## config.mk

```make
export PLATFORM = sky130hd
export DESIGN_NAME = hazard_ctrl
export DESIGN_NICKNAME = d
export VERILOG_FILES = /design/src/rtl/cpu_pkg.sv /design/src/rtl/fwd_sel.sv /design/src/rtl/hazard_ctrl.sv
export SDC_FILE = /design/constraint.sdc
export NUM_CORES = 1
export LEC_CHECK = 0
export ABC_AREA = 1
export ABC_CLOCK_PERIOD_IN_PS = 1400
export CAP_MARGIN = 20
export CELL_PAD_IN_SITES_DETAIL_PLACEMENT = 0
export CELL_PAD_IN_SITES_GLOBAL_PLACEMENT = 1
export CORE_AREA = 2 2 96 98
export CTS_CLUSTER_SIZE = 40
export DETAILED_ROUTE_END_ITERATION = 12
export DIE_AREA = 0 0 98 100
export GPL_TIMING_DRIVEN = 0
export HOLD_SLACK_MARGIN = 0.06
export PLACE_DENSITY = 0.73
export SYNTH_ARGS = -nofsm -noshare
export SYNTH_HDL_FRONTEND = slang
export SYNTH_SLANG_ARGS = --single-unit
```

## constraint.sdc

```tcl
create_clock -name clk -period 1.4 [get_ports clk]
set_input_delay 0.28 -clock clk [delete_from_list [all_inputs] [get_ports clk]]
set_output_delay 0.28 -clock clk [all_outputs]
set_load 0.02 [all_outputs]
```

## src/rtl/cpu_pkg.sv

```systemverilog
// cpu_pkg: shared decode constants, scoreboard types and opcode classing
package cpu_pkg;
    localparam logic [3:0] OP_LDI = 4'h8;
    localparam logic [3:0] OP_LD  = 4'h9;
    localparam logic [3:0] OP_ST  = 4'hA;
    localparam logic [3:0] OP_BEQ = 4'hB;
    localparam logic [3:0] OP_JMP = 4'hC;
    localparam int OP_LSB = 0;
    localparam int DR_LSB = 4;
    localparam int SR_LSB = 7;
    localparam int TR_LSB = 10;
    localparam logic [1:0] FWD_REG  = 2'd0;
    localparam logic [1:0] FWD_EXMA = 2'd1;
    localparam logic [1:0] FWD_MAWB = 2'd2;
    localparam logic [1:0] FWD_WB   = 2'd3;
    typedef enum logic [1:0] {S_RUN, S_STALL, S_FLUSH} state_t;
    typedef struct packed {
        logic rd_sr;
        logic rd_tr;
        logic wr_dr;
        logic is_ld;
    } op_class_t;
    typedef struct packed {
        logic       valid;
        logic       wr;
        logic       ld;
        logic [2:0] dr;
    } slot_t;
    function automatic op_class_t op_class(input logic [3:0] op);
        op_class_t c;
        c.rd_sr = !op[3] || (op >= OP_LD && op < OP_JMP);
        c.rd_tr = !op[3] || op == OP_ST || op == OP_BEQ;
        c.wr_dr = !op[3] || op == OP_LDI || op == OP_LD;
        c.is_ld = op == OP_LD;
        return c;
    endfunction
endpackage

```

## src/rtl/fwd_sel.sv

```systemverilog
// fwd_sel: youngest-first forwarding source select for one EX operand
module fwd_sel
    import cpu_pkg::*;
(
    input  logic       rd,
    input  logic [2:0] r,
    input  slot_t      ex,
    input  slot_t      ma,
    input  slot_t      wb,
    output logic [1:0] sel
);
    logic hit_ex, hit_ma, hit_wb, unused_ld;
    assign hit_ex = ex.valid && ex.wr && ex.dr == r;
    assign hit_ma = ma.valid && ma.wr && ma.dr == r;
    assign hit_wb = wb.valid && wb.wr && wb.dr == r;
    assign unused_ld = ex.ld ^ ma.ld ^ wb.ld;
    always_comb sel = !rd ? FWD_REG : hit_ex ? FWD_EXMA : hit_ma ? FWD_MAWB : hit_wb ? FWD_WB : FWD_REG;
endmodule

```

## src/rtl/hazard_ctrl.sv

```systemverilog
// hazard_ctrl: stall/flush control, EX forwarding selects and perf counters
module hazard_ctrl
    import cpu_pkg::*;
#(
    parameter int CNT_W = 16
) (
    input  logic             clk,
    input  logic             rst_n,
    input  logic [15:0]      dc_instr,
    input  logic             dc_valid,
    input  logic             br_taken,
    output logic             pc_hold,
    output logic             ifdc_hold,
    output logic             ifdc_flush,
    output logic             ex_bubble,
    output logic [1:0]       fwd_sr_sel,
    output logic [1:0]       fwd_tr_sel,
    output logic [CNT_W-1:0] stall_cnt,
    output logic [CNT_W-1:0] flush_cnt
);
    op_class_t  cls;
    state_t     state;
    slot_t      ex_s, ma_s, wb_s;
    logic [2:0] dr, sr, tr, unused_hi;
    logic [1:0] sr_sel, tr_sel;
    logic       rd_sr, rd_tr, load_use;
    assign cls       = op_class(dc_instr[OP_LSB +: 4]);
    assign dr        = dc_instr[DR_LSB +: 3];
    assign sr        = dc_instr[SR_LSB +: 3];
    assign tr        = dc_instr[TR_LSB +: 3];
    assign unused_hi = dc_instr[15:13];
    assign rd_sr     = dc_valid && cls.rd_sr;
    assign rd_tr     = dc_valid && cls.rd_tr;
    // A load in EX only has data at MA/WB, so a same-register reader must wait one cycle
    assign load_use  = state != S_FLUSH && ex_s.valid && ex_s.ld &&
                       ((rd_sr && sr == ex_s.dr) || (rd_tr && tr == ex_s.dr));
    assign ifdc_flush = br_taken;
    assign ex_bubble  = br_taken || load_use;
    assign pc_hold    = !br_taken && load_use;
    assign ifdc_hold  = pc_hold;
    fwd_sel u_sr (.rd(rd_sr), .r(sr), .ex(ex_s), .ma(ma_s), .wb(wb_s), .sel(sr_sel));
    fwd_sel u_tr (.rd(rd_tr), .r(tr), .ex(ex_s), .ma(ma_s), .wb(wb_s), .sel(tr_sel));
    always_ff @(posedge clk or negedge rst_n) begin
        if (!rst_n) begin
            state      <= S_RUN;
            ex_s       <= '0;
            ma_s       <= '0;
            wb_s       <= '0;
            fwd_sr_sel <= FWD_REG;
            fwd_tr_sel <= FWD_REG;
            stall_cnt  <= '0;
            flush_cnt  <= '0;
        end else begin
            state      <= br_taken ? S_FLUSH : load_use ? S_STALL : S_RUN;
            ex_s       <= '{valid: dc_valid && !ex_bubble, wr: cls.wr_dr, ld: cls.is_ld, dr: dr};
            ma_s       <= ex_s;
            wb_s       <= ma_s;
            fwd_sr_sel <= ex_bubble ? FWD_REG : sr_sel;
            fwd_tr_sel <= ex_bubble ? FWD_REG : tr_sel;
            if (pc_hold && !(&stall_cnt))
                stall_cnt <= stall_cnt + 1'b1;
            if (br_taken && !(&flush_cnt))
                flush_cnt <= flush_cnt + 1'b1;
        end
    end
endmodule

```

# Word level (Yosys, flattened, before mapping)
# Index checks and enable logic that the tools add are counted.
# classes
eq_ne	13
addsub	2
n_reduce_logical	35
n_lt_le_gt_ge	2
muxes	12
# ops
operator	n
$add 16x1->16 const B	2
$reduce_and 16->1	2
$eq 3x3->1	8
$mux 2	11
$logic_and 1x1->1	21
$eq 4x4->1 const B	4
$logic_or 1x1->1	7
$logic_not 1->1	5
$ge 4x4->1 const B	1
$lt 4x4->1 const B	1
$ne 2x2->1 const B	1
$mux 1	1
# word_totals
register_bits	54

# Longest topological paths before layout
# logic_depth
depth_word	10
mapped_depth	11
mapped_depth_nobuf	10

# Modules after synthesis
# A second synthesis with hierarchy kept.
# unflattened
hier_cells	421
hier_area_um2	3179.3
# by_module_without_submodules
module	area_each_um2	cells_each	seq_area_each_um2	instances
hazard_ctrl	2743.9	319	1401.3	1
fwd_sel	217.7	51	0.0	2

# Least setup slack after synthesis
# OpenSTA, ideal clock, no wires.
# synth_path
kind	flip-flop to output port
start	register ex_s[2] (netlist name)
end	output port pc_hold
arrival_ns	1.533
setup_slack_ns	-0.413
path_stages_with_launch	9
cell_sequence	dfrtp_1 > inv_1 > nand2_1 > nand2_1 > nand3_1 > o21ai_2 > nand2_1 > nor2_1 > buf_4
# synth_via
elab_chain_cells	5
# synth_lines
element	line	source
start: declaration	hazard_ctrl.sv:23	slot_t ex_s, ma_s, wb_s;
start signal: assignment	hazard_ctrl.sv:55	ex_s <= '{valid: dc_valid && !ex_bubble, wr: cls.wr_dr, ld: cls.is_ld, dr: dr};
$eq 3x3->1	hazard_ctrl.sv:36	((rd_sr && sr == ex_s.dr) || (rd_tr && tr == ex_s.dr));
$logic_and 1x1->1	hazard_ctrl.sv:36	
$logic_or 1x1->1 *	hazard_ctrl.sv:36	
$logic_and 1x1->1 *	hazard_ctrl.sv:35	assign load_use = state != S_FLUSH && ex_s.valid && ex_s.ld &&
$logic_and 1x1->1 *	hazard_ctrl.sv:39	assign pc_hold = !br_taken && load_use;
end: declaration	hazard_ctrl.sv:12	output logic pc_hold,
# Every way passes the cells marked *; elsewhere a longest branch is shown, timed or not.

# Worst setup path in the final report
# layout_path
start	register ex_s[0] (netlist name)
end	output port pc_hold
# Same word-level chain as after synthesis.

==> flow_summary_export.csv <==
group,metric,value,unit
status,status,"finished, violations left",
status,violations,"negative setup slack",
critical_path,crit_slowest_cell,"dfrtp_2",
critical_path,critPathMaxStageDelay,460,ps
critical_path,crit_required,1120,ps
logic_synthesis,syn_nets,392,
timing,final.setup_skew,7.646,ps
die,die_w,98,µm
critical_path,cp.buffers_inverters,2,
logic_synthesis,synth_mux_area_frac,0,
timing,setup_slack,-577.8,ps
critical_path,critical-path-top-delay-family,"simple AND/OR/NAND/NOR gates",
logic_synthesis,async_reset_ff_frac,1.000,
critical_path,endpoint_kind,"primary output",
power_and_ir_drop,switching_power,1.153,mW
power_and_ir_drop,p_per_area,887.8,nW/µm²
die,coreArea,8890,µm²
placed_design,dp.final_hpwl,5.119,mm
critical_path,crit_chain,"nand2_2 > nand2_2 > nor2_4 > nand3_2 > o21ai_4 > nand2_4 > nor2_4 > buf_6 > buf_6",
clock_network,cts_buffer_depth,2,
timing,finalSetupTns,-6758,ps
critical_path,arrival,1700,ps
clock_network,cts_root_buf,"clkbuf_8",
final_layout,fillers,880,
critical_path,setup.worst_path.start_class,"register",
logic_synthesis,synth_area_leaders,"dfrtp_1, nand2_1, inv_1",
drt,remaining_drc_errors,0,
critical_path,path_max_fanout,4,
critical_path,critical_path_class,"reg2out",
die,start_util,0.3264,
clock_network,cts_tree,"done",
timing,period_minus_slack,1978,ps
logic_synthesis,synth-compound-area-share,0.02501,
drt,ant_nets,0,
logic_synthesis,synth_fa_ha_area_frac,0.008624,
power_and_ir_drop,switching_share,0.3114,
clock_network,h-tree-depth,2,
global_routing,gr-total-overflow,0,
power_and_ir_drop,vdd_drop_max,0.7638,mV
logic_synthesis,synth_top_family_by_area,"simple AND/OR/NAND/NOR gates",
logic_synthesis,yosysWarnings,0,
logic_synthesis,synth_edf_count,0,
logic_synthesis,synth.distinct_cells,30,
clock_network,clk_latency,300,ps
logic_synthesis,synth.most_common_cell,"nand2_1",
power_and_ir_drop,p_leak,2.042,nW
global_routing,grt_max_degree,33,
drt,drtPass1Iterations,4,
clock_network,cts_buffers,5,
die,pin_count,60,
power_and_ir_drop,p_int,2.550,mW
die,die_y,100,µm
timing,setup_viol,28,
critical_path,crit_start,"ex_s[0]",
power_and_ir_drop,pwr-share-comb,0.223,
logic_synthesis,syn_inst,370,
global_routing,grt_pass1_wl,12.39,mm
timing,slew_viol_final,0,
die,rows,35,
final_layout,area_delta_synth_final,43.77,%
drt,routed_wl,7.137,mm
placed_design,dp.cells,538,
logic_synthesis,yosys.area_share.simple,0.3484,
logic_synthesis,synth_top_area_cell,"dfrtp_1",
drt,wl_per_cell,12.54,µm
worst_hold_path,hold_class,"in2reg",
logic_synthesis,synth_seq_cells,54,
logic_synthesis,syn_area_per_cell,7.842,µm²
timing,finalHoldViolations,0,
global_routing,grt_pass1_vias,2589,
drt,drt-vias-per-instance,4.608,
critical_path,r2r-start,"ex_s[0]",
power_and_ir_drop,seq_power_share,0.505,
logic_synthesis,ys_seq_area_frac,0.4657,
final_layout,fin_util,0.4692,
logic_synthesis,synth_area,2902,µm²
timing,slew_headroom,0.6444,
final_layout,stdcell_count,569,
final_layout,drive_gt1_frac,0.2707,
placed_design,port_buffers,56,
final_layout,antenna_cells,0,
timing,timing.fmax,505.6,MHz
die,die_area,9800,µm²
power_and_ir_drop,clockPowerShare,0.271,
worst_hold_path,min_from,"dc_instr[2]",
drt,drtIter0Drc,73,
logic_synthesis,ys_top_cells_by_count,"nand2_1, dfrtp_1, inv_1, nor2_1, nand4_1",
final_layout,nNetsFinal,479,
placed_design,gp_congestion,0.8263,
global_routing,antenna_found_initial,0,
drt,via_count,2622,
timing,tightest_slew,533.4,ps
run,drv_cap,0,
clock_network,clkSlewWorstSetupHoldPaths,100,ps
timing,grt_setup_unrepaired,"true",
global_routing,grt_use_total,0.1548,
timing,fin_crit_sh,1.413,
logic_synthesis,synth.top_cell.area_share,0.4657,
logic_synthesis,synthXorXnorAreaFrac,0.08150,
clock_network,clock-sinks,54,
logic_synthesis,synth_flop_cell,"dfrtp_1",
## cell type report
| type | count | area (µm²) | share of cell area |
|---|---|---|---|
| Sequential cell | 54 | 1375 | 0.3296 |
| Inverter | 44 | 173.9 | 0.04169 |
| Buffer | 6 | 56.30 | 0.01350 |
| Multi-Input combinational cell | 266 | 1570 | 0.3764 |
| Tap cell | 111 | 138.9 | 0.03329 |
| Clock buffer | 8 | 110.1 | 0.02639 |
| Timing Repair Buffer | 80 | 747.0 | 0.1791 |
## path summary, 6_finish.rpt
kind,end,slack [ps],cells after the start
worst max-delay path,pc_hold,-580,9
worst min-delay path,ex_s[4],200,2
worst max register to register,stall_cnt[13],-290,11
worst min register to register,wb_s[1],420,0
max in group asynchronous,stall_cnt[11],350,3
min in group asynchronous,stall_cnt[5],480,2
## through the flow
step | worst slack, ps | power [mW] | hold WS (ps) | instance area, µm²
after floorplan | -200.7 | 2.264 | -15.59 | 2998
after global placement | -1873 | 2.631 | 384.2 | 3697
after detailed placement | -1283 | 2.644 | 295.7 | 3712
after CTS | -565.5 | 3.684 | 187.3 | 4044
after global routing | -696.2 | 3.911 | 207.3 | 4172
final | -577.8 | 3.703 | 196.1 | 4172
## timing repair
| action | in CTS | in global routing |
|---|---|---|
| setup buffers | 13 | 8 |
| setup endpoints to repair | 77 | 65 |
| hold buffers | 1 | 0 |
| gates cloned | 2 | 0 |
| endpoints found under the hold margin | 22 | 0 |
| gates resized for setup | 115 | 52 |
| pin swaps | 12 | 9 |
## flip-flops by register name, indices dropped and copies added, names as in the netlist
signal	cells
flush_cnt	16
stall_cnt	16
ex_s	6
ma_s	5
wb_s	5
fwd_sr_sel	2
fwd_tr_sel	2
state	2
## layer usage
metal,up-vias,share of wire,track usage
li1,1352,-,-
met2,46,0.48,0.2629
met1,1219,0.47,0.2073
met3,5,0.034,0.02437
met5,-,0,0
met4,0,0.0098,0.04167
## logic make-up (layout without fill, tap and decap cells)
group | Yosys count | after routing
buffers and inverters | 50 | 138
and+or+nand+nor | 225 | 225
xor gates and xnor gates | 27 | 27
adders and majority gates | 2 | 2
AOI/OAI and AO/OA | 12 | 12
DFF | 54 | 54
## power by group through the flow
stage               clock network (mW)  logic [mW]  registers [mW]
detailed placement                   0       0.774            1.87
finish                            1.00       0.828            1.87
global placement                     0       0.758            1.87
CTS                               1.04       0.785            1.86
floorplan                            0       0.300            1.96
global route                      1.11       0.903            1.90
## worst register-to-register path, delay by kind of cell, from the launching register on
family | cells | cell delay (ps)
AND/OR/NAND/NOR | 7 | 610
AO/OA/AOI/OAI | 1 | 100
flip-flops | 1 | 460
buffers and inverters | 3 | 420
## cells in the final DEF (no fill, tap or decap), drive strengths merged, types with 2 or more instances in the layout
master	n
ha	2
nand2	125
xor2	16
clkdlybuf4s50	4
nand3b	4
nor3	9
clkdlybuf4s15	23
buf	33
nor2	42
xnor2	11
o21ai	5
nand4	23
nand3	19
dfrtp	54
dlygate4sd2	17
a21oi	5
inv	43
clkbuf	15
Power figures use the tool's default switching activity.
